`src/rtl/dsa_pkg.sv`:
```
// Shared constants for the delay sample averager: default widths, state encodings, min-tracker init value.
package dsa_pkg;

    localparam int unsigned DSA_DATA_W       = 32;
    localparam int unsigned DSA_LOG2_SAMPLES = 4;
    localparam int unsigned DSA_SEL_W        = 5;
    localparam int unsigned DSA_TIMEOUT_CYC  = 4096;
    localparam int unsigned DSA_SUM_W        = DSA_DATA_W + DSA_LOG2_SAMPLES;

    localparam logic [DSA_DATA_W-1:0] DSA_MIN_INIT = '1;

    localparam logic [1:0] ST_IDLE    = 2'd0;
    localparam logic [1:0] ST_ARM     = 2'd1;
    localparam logic [1:0] ST_COLLECT = 2'd2;
    localparam logic [1:0] ST_FINISH  = 2'd3;

endpackage

```
`src/rtl/delay_sample_avg_if.sv`:
```
// Bus between the delay mux / controller side (master) and the sample averager (slave).
interface delay_sample_avg_if
    import dsa_pkg::*;
#(
    parameter int unsigned DATA_W = DSA_DATA_W,
    parameter int unsigned SEL_W  = DSA_SEL_W
);

    logic [DATA_W-1:0] result;
    logic              fin;
    logic [SEL_W-1:0]  SW;
    logic              start;
    logic [DATA_W-1:0] threshold;
    logic [DATA_W-1:0] avg;
    logic [DATA_W-1:0] min_val;
    logic [DATA_W-1:0] max_val;
    logic              busy;
    logic              done;
    logic              alarm;
    logic              aborted;
    logic              timeout;

    modport master (
        output result, fin, SW, start, threshold,
        input  avg, min_val, max_val, busy, done, alarm, aborted, timeout
    );

    modport slave (
        input  result, fin, SW, start, threshold,
        output avg, min_val, max_val, busy, done, alarm, aborted, timeout
    );

endinterface

```
`src/rtl/dsa_stats.sv`:
```
// Running sum / min / max / sample-count datapath; cleared at run start, updated on each accepted sample.
module dsa_stats
    import dsa_pkg::*;
#(
    parameter int unsigned DATA_W       = DSA_DATA_W,
    parameter int unsigned LOG2_SAMPLES = DSA_LOG2_SAMPLES,
    parameter int unsigned SUM_W        = DSA_SUM_W
) (
    input  logic                    clk250,
    input  logic                    rst,
    input  logic                    clr_i,
    input  logic                    smp_i,
    input  logic [DATA_W-1:0]       sample_i,
    output logic [SUM_W-1:0]        sum_o,
    output logic [DATA_W-1:0]       min_o,
    output logic [DATA_W-1:0]       max_o,
    output logic [LOG2_SAMPLES-1:0] cnt_o
);

    logic [SUM_W-1:0]        sum_q;
    logic [DATA_W-1:0]       min_q;
    logic [DATA_W-1:0]       max_q;
    logic [LOG2_SAMPLES-1:0] cnt_q;

    // Accumulate one sample per enable; clear restores the empty-run values.
    always_ff @(posedge clk250 or posedge rst) begin
        if (rst) begin
            sum_q <= '0;
            min_q <= '1;
            max_q <= '0;
            cnt_q <= '0;
        end else if (clr_i) begin
            sum_q <= '0;
            min_q <= '1;
            max_q <= '0;
            cnt_q <= '0;
        end else if (smp_i) begin
            sum_q <= sum_q + SUM_W'(sample_i);
            cnt_q <= cnt_q + LOG2_SAMPLES'(1);
            if (sample_i < min_q) begin
                min_q <= sample_i;
            end
            if (sample_i > max_q) begin
                max_q <= sample_i;
            end
        end
    end

    assign sum_o = sum_q;
    assign min_o = min_q;
    assign max_o = max_q;
    assign cnt_o = cnt_q;

endmodule

```
`src/rtl/delay_sample_avg.sv`:
```
// Delay sample averager: collects 2**LOG2_SAMPLES fin-edge samples of the selected path, reports
// avg/min/max and a Trojan alarm when avg exceeds the golden threshold.
// Optional watchdog on fin edges enabled by defining DSA_TIMEOUT_EN.
module delay_sample_avg
    import dsa_pkg::*;
#(
    parameter int unsigned DATA_W       = DSA_DATA_W,
    parameter int unsigned LOG2_SAMPLES = DSA_LOG2_SAMPLES,
    parameter int unsigned SEL_W        = DSA_SEL_W,
    parameter int unsigned TIMEOUT_CYC  = DSA_TIMEOUT_CYC
) (
    input  logic               clk250,
    input  logic               rst,
    delay_sample_avg_if.slave  bus
);

    localparam int unsigned SUM_W = DATA_W + LOG2_SAMPLES;
    localparam logic [LOG2_SAMPLES-1:0] CNT_LAST = '1;

    // A zero-cycle watchdog is meaningless; reject it at elaboration.
    if (TIMEOUT_CYC < 1) begin : g_bad_timeout
        $error("TIMEOUT_CYC must be at least 1");
    end

    logic [1:0]              state_q, state_d;
    logic                    fin_q;
    logic [SEL_W-1:0]        sw_q, sw_d;
    logic [DATA_W-1:0]       avg_q, avg_d;
    logic                    busy_q, busy_d;
    logic                    done_q, done_d;
    logic                    alarm_q, alarm_d;
    logic                    aborted_q, aborted_d;
    logic                    timeout_q, timeout_d;

    logic                    fin_edge_c;
    logic                    sw_chg_c;
    logic                    wd_exp_c;
    logic                    stats_clr_c;
    logic                    stats_smp_c;
    logic [DATA_W-1:0]       avg_next_c;

    logic [SUM_W-1:0]        sum_w;
    logic [DATA_W-1:0]       min_w;
    logic [DATA_W-1:0]       max_w;
    logic [LOG2_SAMPLES-1:0] cnt_w;

    assign fin_edge_c = bus.fin & ~fin_q;
    assign sw_chg_c   = (bus.SW != sw_q);
    assign avg_next_c = DATA_W'(sum_w >> LOG2_SAMPLES);

    dsa_stats #(
        .DATA_W       (DATA_W),
        .LOG2_SAMPLES (LOG2_SAMPLES),
        .SUM_W        (SUM_W)
    ) u_stats (
        .clk250   (clk250),
        .rst      (rst),
        .clr_i    (stats_clr_c),
        .smp_i    (stats_smp_c),
        .sample_i (bus.result),
        .sum_o    (sum_w),
        .min_o    (min_w),
        .max_o    (max_w),
        .cnt_o    (cnt_w)
    );

`ifdef DSA_TIMEOUT_EN
    localparam int unsigned WD_W = $clog2(TIMEOUT_CYC + 1);
    logic [WD_W-1:0] wd_q;

    assign wd_exp_c = (wd_q == WD_W'(TIMEOUT_CYC - 1));

    // Watchdog: held clear while idle (so it starts at 0 on ARM entry) and on each accepted edge.
    always_ff @(posedge clk250 or posedge rst) begin
        if (rst) begin
            wd_q <= '0;
        end else if (state_q == ST_IDLE || stats_smp_c) begin
            wd_q <= '0;
        end else if ((state_q == ST_ARM || state_q == ST_COLLECT) && !wd_exp_c) begin
            wd_q <= wd_q + WD_W'(1);
        end
    end
`else
    assign wd_exp_c = 1'b0;
`endif

    // State, fin history, latched select and registered outputs.
    always_ff @(posedge clk250 or posedge rst) begin
        if (rst) begin
            state_q   <= ST_IDLE;
            fin_q     <= 1'b0;
            sw_q      <= '0;
            avg_q     <= '0;
            busy_q    <= 1'b0;
            done_q    <= 1'b0;
            alarm_q   <= 1'b0;
            aborted_q <= 1'b0;
            timeout_q <= 1'b0;
        end else begin
            state_q   <= state_d;
            fin_q     <= bus.fin;
            sw_q      <= sw_d;
            avg_q     <= avg_d;
            busy_q    <= busy_d;
            done_q    <= done_d;
            alarm_q   <= alarm_d;
            aborted_q <= aborted_d;
            timeout_q <= timeout_d;
        end
    end

    // Next-state and output logic; abort outranks sampling and the watchdog.
    always_comb begin
        state_d     = state_q;
        sw_d        = sw_q;
        avg_d       = avg_q;
        done_d      = 1'b0;
        alarm_d     = alarm_q;
        aborted_d   = aborted_q;
        timeout_d   = timeout_q;
        stats_clr_c = 1'b0;
        stats_smp_c = 1'b0;

        case (state_q)
            ST_IDLE: begin
                if (bus.start) begin
                    state_d     = ST_ARM;
                    sw_d        = bus.SW;
                    stats_clr_c = 1'b1;
                    alarm_d     = 1'b0;
                    aborted_d   = 1'b0;
                    timeout_d   = 1'b0;
                end
            end
            ST_ARM: begin
                if (sw_chg_c) begin
                    state_d   = ST_IDLE;
                    aborted_d = 1'b1;
                    alarm_d   = 1'b0;
                    done_d    = 1'b1;
                end else if (wd_exp_c) begin
                    state_d   = ST_IDLE;
                    timeout_d = 1'b1;
                    alarm_d   = 1'b0;
                    done_d    = 1'b1;
                end else if (!bus.fin) begin
                    state_d = ST_COLLECT;
                end
            end
            ST_COLLECT: begin
                if (sw_chg_c) begin
                    state_d   = ST_IDLE;
                    aborted_d = 1'b1;
                    alarm_d   = 1'b0;
                    done_d    = 1'b1;
                end else if (fin_edge_c) begin
                    stats_smp_c = 1'b1;
                    if (cnt_w == CNT_LAST) begin
                        state_d = ST_FINISH;
                    end
                end else if (wd_exp_c) begin
                    state_d   = ST_IDLE;
                    timeout_d = 1'b1;
                    alarm_d   = 1'b0;
                    done_d    = 1'b1;
                end
            end
            ST_FINISH: begin
                state_d = ST_IDLE;
                avg_d   = avg_next_c;
                alarm_d = (avg_next_c > bus.threshold);
                done_d  = 1'b1;
            end
            default: begin
                state_d = ST_IDLE;
            end
        endcase

        busy_d = (state_d == ST_ARM) || (state_d == ST_COLLECT);
    end

    assign bus.avg     = avg_q;
    assign bus.min_val = min_w;
    assign bus.max_val = max_w;
    assign bus.busy    = busy_q;
    assign bus.done    = done_q;
    assign bus.alarm   = alarm_q;
    assign bus.aborted = aborted_q;
    assign bus.timeout = timeout_q;

endmodule

```
`src/flat_wrapper.sv`:
```
// flat-port wrapper written by rule: the top's interface ports become plain ports
module delay_sample_avg_flat import dsa_pkg::*;
#(
    parameter int unsigned DATA_W       = DSA_DATA_W,
    parameter int unsigned LOG2_SAMPLES = DSA_LOG2_SAMPLES,
    parameter int unsigned SEL_W        = DSA_SEL_W,
    parameter int unsigned TIMEOUT_CYC  = DSA_TIMEOUT_CYC
)
  (clk250, rst, bus_result, bus_fin, bus_SW, bus_start, bus_threshold, bus_avg, bus_min_val, bus_max_val, bus_busy, bus_done, bus_alarm, bus_aborted, bus_timeout);
  delay_sample_avg_if #(.DATA_W(DATA_W), .SEL_W(SEL_W)) bus_i ();
  input  logic clk250;
  input  logic rst;
  input wire logic [$bits(bus_i.result)-1:0] bus_result;
  input wire logic [$bits(bus_i.fin)-1:0] bus_fin;
  input wire logic [$bits(bus_i.SW)-1:0] bus_SW;
  input wire logic [$bits(bus_i.start)-1:0] bus_start;
  input wire logic [$bits(bus_i.threshold)-1:0] bus_threshold;
  output wire logic [$bits(bus_i.avg)-1:0] bus_avg;
  output wire logic [$bits(bus_i.min_val)-1:0] bus_min_val;
  output wire logic [$bits(bus_i.max_val)-1:0] bus_max_val;
  output wire logic [$bits(bus_i.busy)-1:0] bus_busy;
  output wire logic [$bits(bus_i.done)-1:0] bus_done;
  output wire logic [$bits(bus_i.alarm)-1:0] bus_alarm;
  output wire logic [$bits(bus_i.aborted)-1:0] bus_aborted;
  output wire logic [$bits(bus_i.timeout)-1:0] bus_timeout;
  assign bus_i.result = bus_result;
  assign bus_i.fin = bus_fin;
  assign bus_i.SW = bus_SW;
  assign bus_i.start = bus_start;
  assign bus_i.threshold = bus_threshold;
  assign bus_avg = bus_i.avg;
  assign bus_min_val = bus_i.min_val;
  assign bus_max_val = bus_i.max_val;
  assign bus_busy = bus_i.busy;
  assign bus_done = bus_i.done;
  assign bus_alarm = bus_i.alarm;
  assign bus_aborted = bus_i.aborted;
  assign bus_timeout = bus_i.timeout;
  delay_sample_avg #(.DATA_W(DATA_W), .LOG2_SAMPLES(LOG2_SAMPLES), .SEL_W(SEL_W), .TIMEOUT_CYC(TIMEOUT_CYC)) u_core (.clk250(clk250), .rst(rst), .bus(bus_i));
endmodule
```
`config.mk`:
```
export PLATFORM = sky130hd
export DESIGN_NAME = delay_sample_avg_flat
export DESIGN_NICKNAME = d
export VERILOG_FILES = /design/src/rtl/dsa_pkg.sv /design/src/rtl/delay_sample_avg_if.sv /design/src/rtl/dsa_stats.sv /design/src/rtl/delay_sample_avg.sv /design/src/flat_wrapper.sv
export SDC_FILE = /design/constraint.sdc
export NUM_CORES = 1
export LEC_CHECK = 0
export BUFFER_PORTS_ARGS = -buffer_cell sky130_fd_sc_hd__buf_2
export CORE_MARGIN = 2
export CORE_UTILIZATION = 53
export CTS_BUF_LIST = sky130_fd_sc_hd__clkbuf_4 sky130_fd_sc_hd__clkbuf_8
export CTS_CLUSTER_DIAMETER = 40
export CTS_CLUSTER_SIZE = 8
export DETAILED_ROUTE_END_ITERATION = 16
export MAX_ROUTING_LAYER = met4
export PLACE_DENSITY_LB_ADDON = 0.3
export SLEW_MARGIN = 20
export SYNTH_ARGS = -nofsm -noshare
export SYNTH_HDL_FRONTEND = slang
export SYNTH_SLANG_ARGS = --single-unit
```
`constraint.sdc`:
```
create_clock -name clk250 -period 4.5 [get_ports clk250]
set_input_delay 0.45 -clock clk250 [delete_from_list [all_inputs] [get_ports clk250]]
set_output_delay 0.45 -clock clk250 [all_outputs]
set_load 0.02 [all_outputs]
```
==> flow_summary.ini <==
[die]
coreArea_mm2 = 0.01940
rows = 51
dieArea_mm2 = 0.02082
die_h_um = 144.3
ios = 174
start_util_pct = 53.79
fp.dieW_um = 144.3

[clock_tree]
clockBufferDepth = 2
ctsHoldBuffers = 0
cts_resized = 0
h-tree-depth = 4
insertion_delay_ps = 460
clock_sinks = 148
cts_tree = done
numCtsBuffers = 17
cts_setup_buffers = 0
root_buffer = clkbuf_8
clkTransAtPathRegs_ps = 80

[cells_and_area]
syn_to_final_growth_pct = 14.16
area.sequential_mm2 = 0.003744
antenna_cells = 0
multi_input_area_mm2 = 0.006060
fin_nets = 1489
drive_gt1_share_pct = 22.72
n_fill_cell = 1726

[synthesis]
yosysUniqueCellTypes = 73
synth_edf_count = 0
syn_avg_cell_area_um2 = 9.258
yosysWarnings = 0
syn-cell-area_mm2 = 0.01043
synthTopCellsByCount = 138 x nor2_1, 133 x ha_1, 116 x dfrtp_1
yosysSeqAreaShare_pct = 35.88
yosysTopAreaCell = dfrtp_1
synth_flop_cell = dfrtp_1
synth.most_common_cell = nor2_1
netlist_instances = 1127
async_flop_share_pct = 100.0
synth.area.top_cells = dfrtp_1 28%, ha_1 16%, dfstp_2 8.1%, mux2i_1 6.2%, nor2_1 5.0%
synth_top_area_share_pct = 27.82
synth-seq-cells = 148
synthesis.nets = 1334

[global_routing]
grt_usage_pct = 26.71
antenna_found_initial = 0
grt_pass1_vias = 8325
grt_max_degree = 79
grt_overflow = 0
grt_pass1_wl_um = 42380

[sta]
setup-tns-final_ps = 0
rsz0062_at_grt = false
hold_viol = 0
finalCritPeriodShare_pct = 74.33
skew_ps = 10.79
maxSlewViolCount = 0
setup_viol = 0
tightest_slew_ps = 898.2
holdWs_ps = 111.3
slew_headroom_pct = 40.12
final.min_clock_period_ps = 3345
setup_slack_ps = 1155
fmax_mhz = 299.0

[route]
wl_um = 26490
ant_nets = 0
vias = 8769
drc_errors = 0
detail_route.wl_per_cell_um = 16.99
drtIter0Drc = 507
vias_per_cell = 5.625
drt_first_pass_iters = 5

[flow_run]
maxCapViolCount = 0

[pwr]
leakage_nw = 6.175
ir_worst_vdd_mv = 0.1756
p_sw_mw = 1.160
seq_power_share_pct = 42.0
internal_power_mw = 2.326
p_comb_share_pct = 25.8
p_clk_share_pct = 32.2
power_mw = 3.486
powerDensity_mw_per_mm2 = 292.7
netSwitchingFraction_pct = 33.28

[place]
hpwl_um = 19820
pre_cts_ws_ps = 1062
io_buffers = 172
place.gp.congestion = 0.9120

[critical_path]
start_kind = flop
crit_arrival_ps = 3660
crit_buf_inv = 2
crit_path_cell_trace = inv_1 > ha_1 > nand4_1 > or2_2 > nor3_1 > o31ai_1 > a21boi_4 > buf_4 > mux2i_1 > nor2_1
crit_family = compound AO/OA/AOI/OAI gates
setup.worst_path.class = reg -> reg
crit_path_end_kind = flop
cp_slowest_stage_delay_ps = 710
crit_path_max_fanout = 18
reg2reg_slack_ps = 1160
slowest_stage = a21boi_4
crit_required_ps = 4810

[min_path]
hold_path_class = in -> async

[run_status]
status = finished clean
==> layer usage <==
| metal | wire length [µm] | global-route usage (%) | share of wire (%) | up-vias |
|---|---|---|---|---|
| li1 | - | - | - | 4274 |
| met1 | 12010 | 34.59 | 45 | 4235 |
| met2 | 12700 | 43.30 | 48 | 215 |
| met3 | 1010 | 3.344 | 3.8 | 45 |
| met4 | 774 | 9.760 | 2.9 | 0 |
| met5 | 0 | - | 0 | - |
==> final timing paths <==
path / start / end / cells after the start
min in group clk250: bus_fin / u_core.fin_q / 1
setup / recovery: u_core.u_stats.max_o[29] / u_core.u_stats.max_o[14] / 10
hold / removal: rst / u_core.u_stats.max_o[5] / 2
max in group asynchronous: rst / u_core.u_stats.min_o[28] / 3
hold reg to reg: u_core.bus.aborted / u_core.bus.aborted / 1
setup reg to reg: u_core.u_stats.max_o[29] / u_core.u_stats.max_o[14] / 10
==> sequential cells by signal, indices dropped and copies added, names as in the netlist <==
signal,flops
u_core.u_stats.sum_o,36
u_core.bus.busy,1
u_core.bus.avg,32
u_core.u_stats.cnt_o,4
u_core.bus.aborted,1
u_core.bus.alarm,1
u_core.fin_q,1
u_core.u_stats.max_o,32
u_core.sw_q,5
u_core.state_q,2
u_core.u_stats.min_o,32
u_core.bus.done,1
==> power by group through the flow <==
stage	logic [mW]	clock network (mW)	registers (mW)
floorplan	0.603	0	1.53
global placement	0.874	0	1.49
detailed placement	0.894	0	1.49
CTS	0.897	1.14	1.46
global route	1.00	1.19	1.47
finish	0.899	1.12	1.46
==> cells by family after synthesis <==
| family | count (synthesis) | share of synthesized area (%) |
|---|---|---|
| other | 1 | 0.03594 |
| XOR/XNOR | 31 | 2.602 |
| buffers and inverters | 154 | 6.140 |
| multiplexers | 97 | 9.689 |
| adder cells (fa/ha/maj) | 134 | 16.14 |
| AO/OA/AOI/OAI | 226 | 14.65 |
| AND/OR/NAND/NOR | 336 | 14.86 |
| flip-flops | 148 | 35.88 |
==> area by class of cell <==
class	instances	share of cell area [%]
Multi-Input combinational cell	825	50.87
Sequential cell	148	31.43
Timing Repair Buffer	182	7.962
Inverter	108	3.445
Tap cell	265	2.784
Clock buffer	22	2.437
Clock inverter	9	1.071
==> worst reg2reg max path: stages, from the launching register on <==
cell	delay [ps]
dfrtp_1	380
inv_1	60
ha_1	300
nand4_1	120
or2_2	320
nor3_1	390
o31ai_1	210
a21boi_4	710
buf_4	400
mux2i_1	250
nor2_1	60
==> cells in the final DEF, fill, tap and decap left out, drive strengths merged, types with 7 or more instances in the layout <==
| cell | synthesis | layout |
|---|---|---|
| o31ai | 8 | 8 |
| buf | 14 | 182 |
| a21o | 36 | 36 |
| a211oi | 8 | 8 |
| mux2 | 32 | 32 |
| and3 | 11 | 11 |
| clkbuf | 32 | 22 |
| ha | 133 | 133 |
| xnor2 | 21 | 21 |
| a21oi | 73 | 73 |
| dfstp | 32 | 32 |
| nand3 | 15 | 15 |
| mux2i | 65 | 65 |
| nor3 | 20 | 20 |
| inv | 108 | 108 |
| nor2b | 10 | 10 |
| a21boi | 7 | 7 |
| nor2 | 138 | 138 |
| nand2 | 88 | 88 |
| o21a | 7 | 7 |
| o21ai | 38 | 38 |
| dfrtp | 116 | 116 |
| nand4 | 26 | 26 |
| o211ai | 9 | 9 |
| xor2 | 10 | 10 |
==> stage by stage <==
step                cell area [µm²]  instances  util [%]
floorplan                     10430       1127         -
global placement              11490       1528     59.25
detailed placement            11490       1528     59.25
CTS                           11910       1559     61.40
global route                  11910       1559     61.40
finish                        11910       1559     61.40
(Power assumes the default switching activity.)
